**config.mk**
```make
export PLATFORM = sky130hd
export DESIGN_NAME = ram_arbiter
export DESIGN_NICKNAME = d
export VERILOG_FILES = /design/src/rtl/ram_arb_pkg.sv /design/src/rtl/ram_arb_pick.sv /design/src/rtl/ram_arbiter.sv
export SDC_FILE = /design/constraint.sdc
export NUM_CORES = 1
export LEC_CHECK = 0
export ABC_AREA = 1
export BUFFER_PORTS_ARGS = -buffer_cell sky130_fd_sc_hd__buf_2
export CAP_MARGIN = 30
export CORE_MARGIN = 3
export CORE_UTILIZATION = 40
export CTS_CLUSTER_SIZE = 16
export DETAILED_ROUTE_END_ITERATION = 6
export PLACE_DENSITY = 0.7
export RECOVER_POWER = 100
export SYNTH_ARGS = -nofsm -noshare
export SYNTH_HDL_FRONTEND = slang
export SYNTH_SLANG_ARGS = --single-unit
export TNS_END_PERCENT = 1
```
**constraint.sdc**
```tcl
create_clock -name clk -period 3 [get_ports clk]
set_input_delay 0.6 -clock clk [delete_from_list [all_inputs] [get_ports clk]]
set_output_delay 0.6 -clock clk [all_outputs]
set_load 0.02 [all_outputs]
```
**src/rtl/ram_arb_pkg.sv**
```systemverilog
// Shared types and constants for the two-port RAM arbiter.
package ram_arb_pkg;

    localparam int unsigned ADDR_W_DEF = 8;
    localparam int unsigned DATA_W_DEF = 8;

    localparam logic PORT_FETCH = 1'b0;
    localparam logic PORT_DATA  = 1'b1;

    typedef enum logic [1:0] {
        IDLE  = 2'd0,
        ISSUE = 2'd1,
        RESP  = 2'd2
    } arb_state_e;

    // One-hot request/grant vector for a port index.
    function automatic logic [1:0] port_onehot(input logic port);
        logic [1:0] oh;
        oh = 2'b00;
        if (port == PORT_DATA) oh[PORT_DATA]  = 1'b1;
        else                   oh[PORT_FETCH] = 1'b1;
        return oh;
    endfunction

endpackage

```
**src/rtl/ram_arb_pick.sv**
```systemverilog
// Winner selection for the RAM arbiter. Round-robin by default;
// RAM_ARB_FIXED_PRIO_EN selects fixed priority (data port always wins).
module ram_arb_pick
    import ram_arb_pkg::*;
(
    input  logic [1:0] req_i,
    input  logic       last_owner_i,
    output logic       winner_o
);

`ifdef RAM_ARB_FIXED_PRIO_EN
    logic unused_last_owner;
    assign unused_last_owner = last_owner_i;

    always_comb begin
        winner_o = PORT_FETCH;
        if (req_i[PORT_DATA]) winner_o = PORT_DATA;
    end
`else
    // On a tie the port opposite the previous owner wins.
    always_comb begin
        winner_o = PORT_FETCH;
        if (req_i == 2'b11)        winner_o = ~last_owner_i;
        else if (req_i[PORT_DATA]) winner_o = PORT_DATA;
    end
`endif

endmodule

```
**src/rtl/ram_arbiter.sv**
```systemverilog
// Single-port RAM arbiter between fetch (port 0) and data (port 1) with req/gnt/rvalid.
// Arbitration mode set by RAM_ARB_FIXED_PRIO_EN inside ram_arb_pick (default round-robin).
module ram_arbiter
    import ram_arb_pkg::*;
#(
    parameter int unsigned ADDR_W = ADDR_W_DEF,
    parameter int unsigned DATA_W = DATA_W_DEF
) (
    input  logic              clk,
    input  logic              reset,
    input  logic [1:0]        req,
    input  logic [1:0]        we,
    input  logic [ADDR_W-1:0] addr0,
    input  logic [ADDR_W-1:0] addr1,
    input  logic [DATA_W-1:0] wdata0,
    input  logic [DATA_W-1:0] wdata1,
    output logic [1:0]        gnt,
    output logic [1:0]        rvalid,
    output logic [DATA_W-1:0] rdata,
    output logic              ram_en,
    output logic              ram_we,
    output logic [ADDR_W-1:0] ram_addr,
    output logic [DATA_W-1:0] ram_wdata,
    input  logic [DATA_W-1:0] ram_rdata,
    output logic              busy
);

    arb_state_e        state_q;
    logic              owner_q;
    logic              last_owner_q;
    logic [1:0]        gnt_q;
    logic [1:0]        rvalid_q;
    logic [DATA_W-1:0] rdata_q;
    logic              ram_en_q;
    logic              ram_we_q;
    logic [ADDR_W-1:0] ram_addr_q;
    logic [DATA_W-1:0] ram_wdata_q;
    logic              busy_q;

    logic              winner_d;
    logic              we_d;
    logic [ADDR_W-1:0] addr_d;
    logic [DATA_W-1:0] wdata_d;

    ram_arb_pick u_pick (
        .req_i        (req),
        .last_owner_i (last_owner_q),
        .winner_o     (winner_d)
    );

    assign we_d    = we[winner_d];
    assign addr_d  = (winner_d == PORT_DATA) ? addr1  : addr0;
    assign wdata_d = (winner_d == PORT_DATA) ? wdata1 : wdata0;

    // Access sequencer: IDLE arbitrates, ISSUE strobes the RAM, RESP captures read data.
    always_ff @(posedge clk or posedge reset) begin
        if (reset) begin
            state_q      <= IDLE;
            owner_q      <= PORT_FETCH;
            last_owner_q <= PORT_DATA;
            gnt_q        <= 2'b00;
            rvalid_q     <= 2'b00;
            rdata_q      <= '0;
            ram_en_q     <= 1'b0;
            ram_we_q     <= 1'b0;
            ram_addr_q   <= '0;
            ram_wdata_q  <= '0;
            busy_q       <= 1'b0;
        end else begin
            gnt_q    <= 2'b00;
            rvalid_q <= 2'b00;
            ram_en_q <= 1'b0;
            ram_we_q <= 1'b0;
            case (state_q)
                IDLE: begin
                    if (req != 2'b00) begin
                        state_q     <= ISSUE;
                        owner_q     <= winner_d;
                        gnt_q       <= port_onehot(winner_d);
                        ram_en_q    <= 1'b1;
                        ram_we_q    <= we_d;
                        ram_addr_q  <= addr_d;
                        ram_wdata_q <= wdata_d;
                        busy_q      <= 1'b1;
                    end
                end
                ISSUE: begin
                    last_owner_q <= owner_q;
                    if (ram_we_q) begin
                        state_q <= IDLE;
                        busy_q  <= 1'b0;
                    end else begin
                        state_q <= RESP;
                    end
                end
                RESP: begin
                    rdata_q  <= ram_rdata;
                    rvalid_q <= port_onehot(owner_q);
                    state_q  <= IDLE;
                    busy_q   <= 1'b0;
                end
                default: begin
                    state_q <= IDLE;
                    busy_q  <= 1'b0;
                end
            endcase
        end
    end

    assign gnt       = gnt_q;
    assign rvalid    = rvalid_q;
    assign rdata     = rdata_q;
    assign ram_en    = ram_en_q;
    assign ram_we    = ram_we_q;
    assign ram_addr  = ram_addr_q;
    assign ram_wdata = ram_wdata_q;
    assign busy      = busy_q;

endmodule
```
Word-level counts from Yosys, hierarchy flattened --
Cells that the tools add are included.
Operators by class: magnitude comparators 1, equality and inequality tests 5, multiplexer cells 23, bitwise operators 1, reduce and logical (&&, ||, !) cells 4
Operators by type and width (number):
- 2-to-1 mux 8 bit | 2
- 2-to-1 mux 1 bit | 14
- 2-to-1 mux 2 bit | 5
- equality test 2 bit (second input constant) | 2
- inequality test 2 bit (second input constant) | 2
- case mux 2 bit (2 select lines) | 1
- AND reduction 2 bit | 2
- equality test 2 x 1 -> 1 bit (second input constant) | 1
- logical NOT 2 bit | 1
- < comparator 1 x 2 -> 1 bit (second input constant) | 1
- case mux 1 bit (2 select lines) | 1
- nonzero test 2 bit | 1
- inverter 1 bit | 1
Storage, ports and cells: register bits 35, output and inout bits 31

Depth between registers and ports, before layout --
depth after elaboration 6, depth in mapped cells 7

By module --
From an unflattened synthesis, not the netlist that was laid out.
Second synthesis, totals: cell total of the unflattened synthesis 197, area, all modules 1546.5 um^2
By module, submodules not included:
- ram_arbiter | times used 1, cells each 195, area each 1534.0 um^2
- ram_arb_pick | times used 1, cells each 2, area each 12.5 um^2

Worst setup path after synthesis --
No wires, ideal clock.
path kind input to register, start point input port req[1], end point register ram_addr_q[4] (netlist: ram_addr[4]), arrival 1277 ps, required time 2882 ps, path slack 1606 ps, stages on the path 7, cells stage by stage buf_4 > nor2_4 > nor2_4 > buf_6 > buf_6 > nand3_1 > nand2_1
On the way: longest elaborated chain between the ends 3, elaborated cells between the ends (all ways) 6
Ends and longest elaborated chain:
- start: declaration | line ram_arbiter.sv:11 | input logic [1:0] req,
- equality test 2 bit / 2-to-1 mux 1 bit (equally long branches) | line ram_arb_pick.sv:23, ram_arb_pick.sv:24
- 2-to-1 mux 1 bit | line ram_arb_pick.sv:23 | if (req_i == 2'b11) winner_o = ~last_owner_i;
- 2-to-1 mux 8 bit | line ram_arbiter.sv:52 | assign addr_d = (winner_d == PORT_DATA) ? addr1 : addr0;
- end signal: assignment | line ram_arbiter.sv:82 | ram_addr_q <= addr_d;
- end: declaration | line ram_arbiter.sv:36 | logic [ADDR_W-1:0] ram_addr_q;
Parallel ways exist; a longest one is shown, timed or not. A chain may end at the register's enable or synchronous reset.

Final worst setup path --
start point input port req[0], end point register owner_q
On the way: longest elaborated chain between the ends 2, elaborated cells between the ends (all ways) 4
Ends and longest elaborated chain:
- equality test 2 bit / nonzero test 2 bit (equally long branches) | line ram_arb_pick.sv:23, ram_arbiter.sv:76
- 2-to-1 mux 1 bit / AND reduction 2 bit (equally long branches)
- end signal: assignment | line ram_arbiter.sv:78 | owner_q <= winner_d;
- end: declaration | line ram_arbiter.sv:29 | logic owner_q;
Parallel ways exist; a longest one is shown, timed or not.

==> flow_metrics.py <==
metrics = {
    "finish": {
        "layout_commonest_cell": "nand2_1",
        "nets": 333,
        "final_area_mm2": 0.00210,
        "fill_cells": 403,
        "final_cell_mix": "nand2_1, buf_2, nand3_1",
        "drive_above_1_share_pct": 19.4,
        "antennaDiodeCount": 0,
        "area_delta_synth_final_pct": 27.3,
    },
    "die": {
        "die_h_um": 70.3,
        "die_w_um": 70.3,
        "std_cell_rows": 22,
        "initial_core_util_pct": 43.2,
        "num_io_pins": 77,
        "die_area_mm2": 0.00494,
        "core_region_area_mm2": 0.00383,
    },
    "synth": {
        "synth_cell_types": 18,
        "syn_area_per_cell_um2": 7.83,
        "synth_xor_area_share_pct": 0,
        "synth_top_cell_by_area": "dfrtp_1",
        "synth.ff_latch_count": 35,
        "yosys-top-cells-area": "dfrtp_1, nand2_1, nand3_1",
        "synth_area_mm2": 0.00165,
        "synth_compound_area_share_pct": 0.908,
        "syn-num-nets": 257,
        "synth_top_cell_area_share_pct": 51.5,
        "yosys_warnings": 0,
        "yosys.area_share.simple_pct": 33.3,
        "synthAdderAreaFrac_pct": 0,
        "synth-seq-area-share_pct": 53.1,
        "synthCells": 211,
        "muxShareOfSynthArea_pct": 0,
        "synth_top_family_by_area": "simple AND/OR/NAND/NOR gates",
    },
    "critical_path": {
        "cpMostUsedCell": "nand2_1",
        "slowest_stage": "nand2_1",
        "r2r-end": "ram_addr[7]",
        "cp.arrival_ns": 2.07,
        "slowest_delay_ns": 0.51,
        "crit_family": "simple AND/OR/NAND/NOR gates",
        "cp-start-kind": "input pin",
        "timing.rr.start": "state_q[1]",
        "endpoint_kind": "register",
        "critPathRequiredTime_ns": 3.21,
        "worstSetupPathType": "input pin to register",
        "cp_max_fo": 19,
        "rrSetupSlack_ns": 1.14,
        "reg2reg_depth": 6,
        "critPathBufInv": 2,
        "worstPathCellList": "clkbuf_1 > nand2_1 > nand2_1 > nor2_1 > inv_1 > o21ai_0",
    },
    "detailed_routing": {
        "drc": 0,
        "vias_per_cell": 4.50,
        "wire_per_inst_um": 11.2,
        "drt-pass1-iter-count": 4,
        "drt_iter0_drc": 62,
        "vias": 1513,
        "ant_nets": 0,
        "finalWirelength_mm": 3.76,
    },
    "sta": {
        "rsz0062_at_grt": "false",
        "slew_viol_final": 0,
        "post-route-period-util_pct": 62.0,
        "setup_ws_ns": 1.14,
        "setup-violations-final": 0,
        "fin_tns_setup_ns": 0,
        "layout_min_cycle_time_ns": 1.86,
        "clock_skew_ns": 0.00572,
        "final_hold_viol_count": 0,
        "clock.fmax_mhz": 538,
        "max_slew_margin_pct": 38.7,
        "timing.hold.ws_ns": 0.391,
        "worst_slew_pin_slew_ns": 0.920,
    },
    "placed_design": {
        "routabilityCongestion": 0.810,
        "detailedPlace.worstSlack_ns": 1.07,
        "port_buffers": 76,
        "dp_hpwl_mm": 2.79,
        "place_area_mm2": 0.00204,
    },
    "power_and_ir_drop": {
        "switching_share_pct": 44.1,
        "clkPwrFrac_pct": 19.6,
        "peakVddDrop_mv": 0.447,
        "internal_power_mw": 1.23,
        "power.share.combinational_pct": 42.3,
        "power_density_mw_per_mm2": 1040,
        "power.switching_uw": 968,
        "p_total_mw": 2.20,
        "power_leakage_nw": 1.24,
        "pwr-share-seq_pct": 38.1,
    },
    "global_route": {
        "grt_pass1_wl_mm": 6.49,
        "grtUsageTotal_pct": 16.4,
        "antenna_found_initial": 0,
        "grt_remaining_overflow": 0,
        "grt_pass1_vias": 1507,
        "grt_max_degree": 21,
    },
    "clocking": {
        "clock_path_buffers": 2,
        "cts.sinks": 35,
        "clockRootBuffer": "clkbuf_8",
        "clk_latency_ns": 0.28,
        "ctsHtreeMaxLevel": 2,
        "cts_buffers": 5,
        "post_cts_resized": 0,
        "clkTransAtPathRegs_ns": 0.07,
        "postCtsSetupBuffers": 0,
        "cts_hold_buf": 0,
        "cts_tree": "done",
    },
    "status": {
        "status": "finished, final reports clean",
    },
    "hold_path": {
        "min_path_type": "input pin to asynchronous set/reset pin",
    },
    "job": {
        "maxCapViolCount": 0,
    },
}
==> Yosys cell counts <==
| master | number |
|---|---|
| nand2_1 | 71 |
| nand3b_1 | 1 |
| inv_2 | 1 |
| inv_4 | 1 |
| nand2_4 | 1 |
| buf_4 | 3 |
| o21ai_0 | 3 |
| dfrtp_1 | 34 |
| buf_2 | 1 |
| buf_6 | 2 |
| inv_1 | 38 |
| nor2_1 | 8 |
| nand2_2 | 2 |
| buf_1 | 1 |
| clkbuf_1 | 1 |
| dfstp_2 | 1 |
| nand3_1 | 40 |
| nor2_4 | 2 |
==> worst max-delay path by stage <==
| stage | from | to | slack (ns) | depth (start not counted) |
|---|---|---|---|---|
| after floorplan | req[1] | ram_addr[4] | 1.61 | 7 |
| after global placement | req[1] | ram_addr[5] | 1.11 | 6 |
| after detailed placement | req[1] | ram_wdata[0] | 1.07 | 6 |
| after CTS | state_q[1] | ram_addr[7] | 1.33 | 6 |
| after global routing | req[0] | owner_q | 0.82 | 6 |
| final | req[0] | owner_q | 1.14 | 6 |
==> registers in the layout (all words and copies together), names as in the netlist <==
register,cells
busy,1
gnt,2
last_owner_q,1
owner_q,1
ram_addr,8
ram_en,1
ram_wdata,8
ram_we,1
rdata,8
rvalid,2
state_q,2
==> final cells by class <==
type / instances / area (um^2) / area share, %
Clock inverter: 2 / 35.0 / 1.66
Multi-Input combinational cell: 128 / 553 / 26.3
Inverter: 40 / 153 / 7.25
Clock buffer: 6 / 82.6 / 3.92
Timing Repair Buffer: 77 / 344 / 16.3
Sequential cell: 35 / 877 / 41.7
Tap cell: 48 / 60.1 / 2.85
==> per-stage QoR <==
stage                     cells  util [%]
after floorplan             211         -
after global routing        336      55.0
after detailed placement    328      53.4
after CTS                   336      56.5
final                       336      55.0
after global placement      328      53.4
==> power by group through the flow <==
stage	clock, mW	sequential, mW	combinational (mW)
final	0.430	0.836	0.930
after global routing	0.457	0.867	1.05
after CTS	0.439	0.832	1.02
after detailed placement	0	0.834	1.02
after global placement	0	0.839	0.994
after floorplan	0	1.06	0.491
==> worst register-to-register path, stage by stage (launching register included) <==
cell	delay, ns
dfrtp_1	0.50
inv_1	0.14
nand2_1	0.13
nor2_4	0.38
inv_1	0.38
nand2_1	0.16
nand2_1	0.07
==> cells by family after synthesis <==
logic type | count (synthesis)
AO/OA/AOI/OAI | 3
buffers and inverters | 48
flip-flops | 35
AND/OR/NAND/NOR | 125
==> routing by layer <==
layer  part of all wire (%)  GRT usage, %  vias to the layer above
li1                       -             -                      787
met1                     44          21.2                      668
met2                     48          26.3                       56
met3                    7.5          5.18                        2
met4                   0.45          5.11                        0
met5                      0             0                        -
Power figures use the tool's default switching activity.
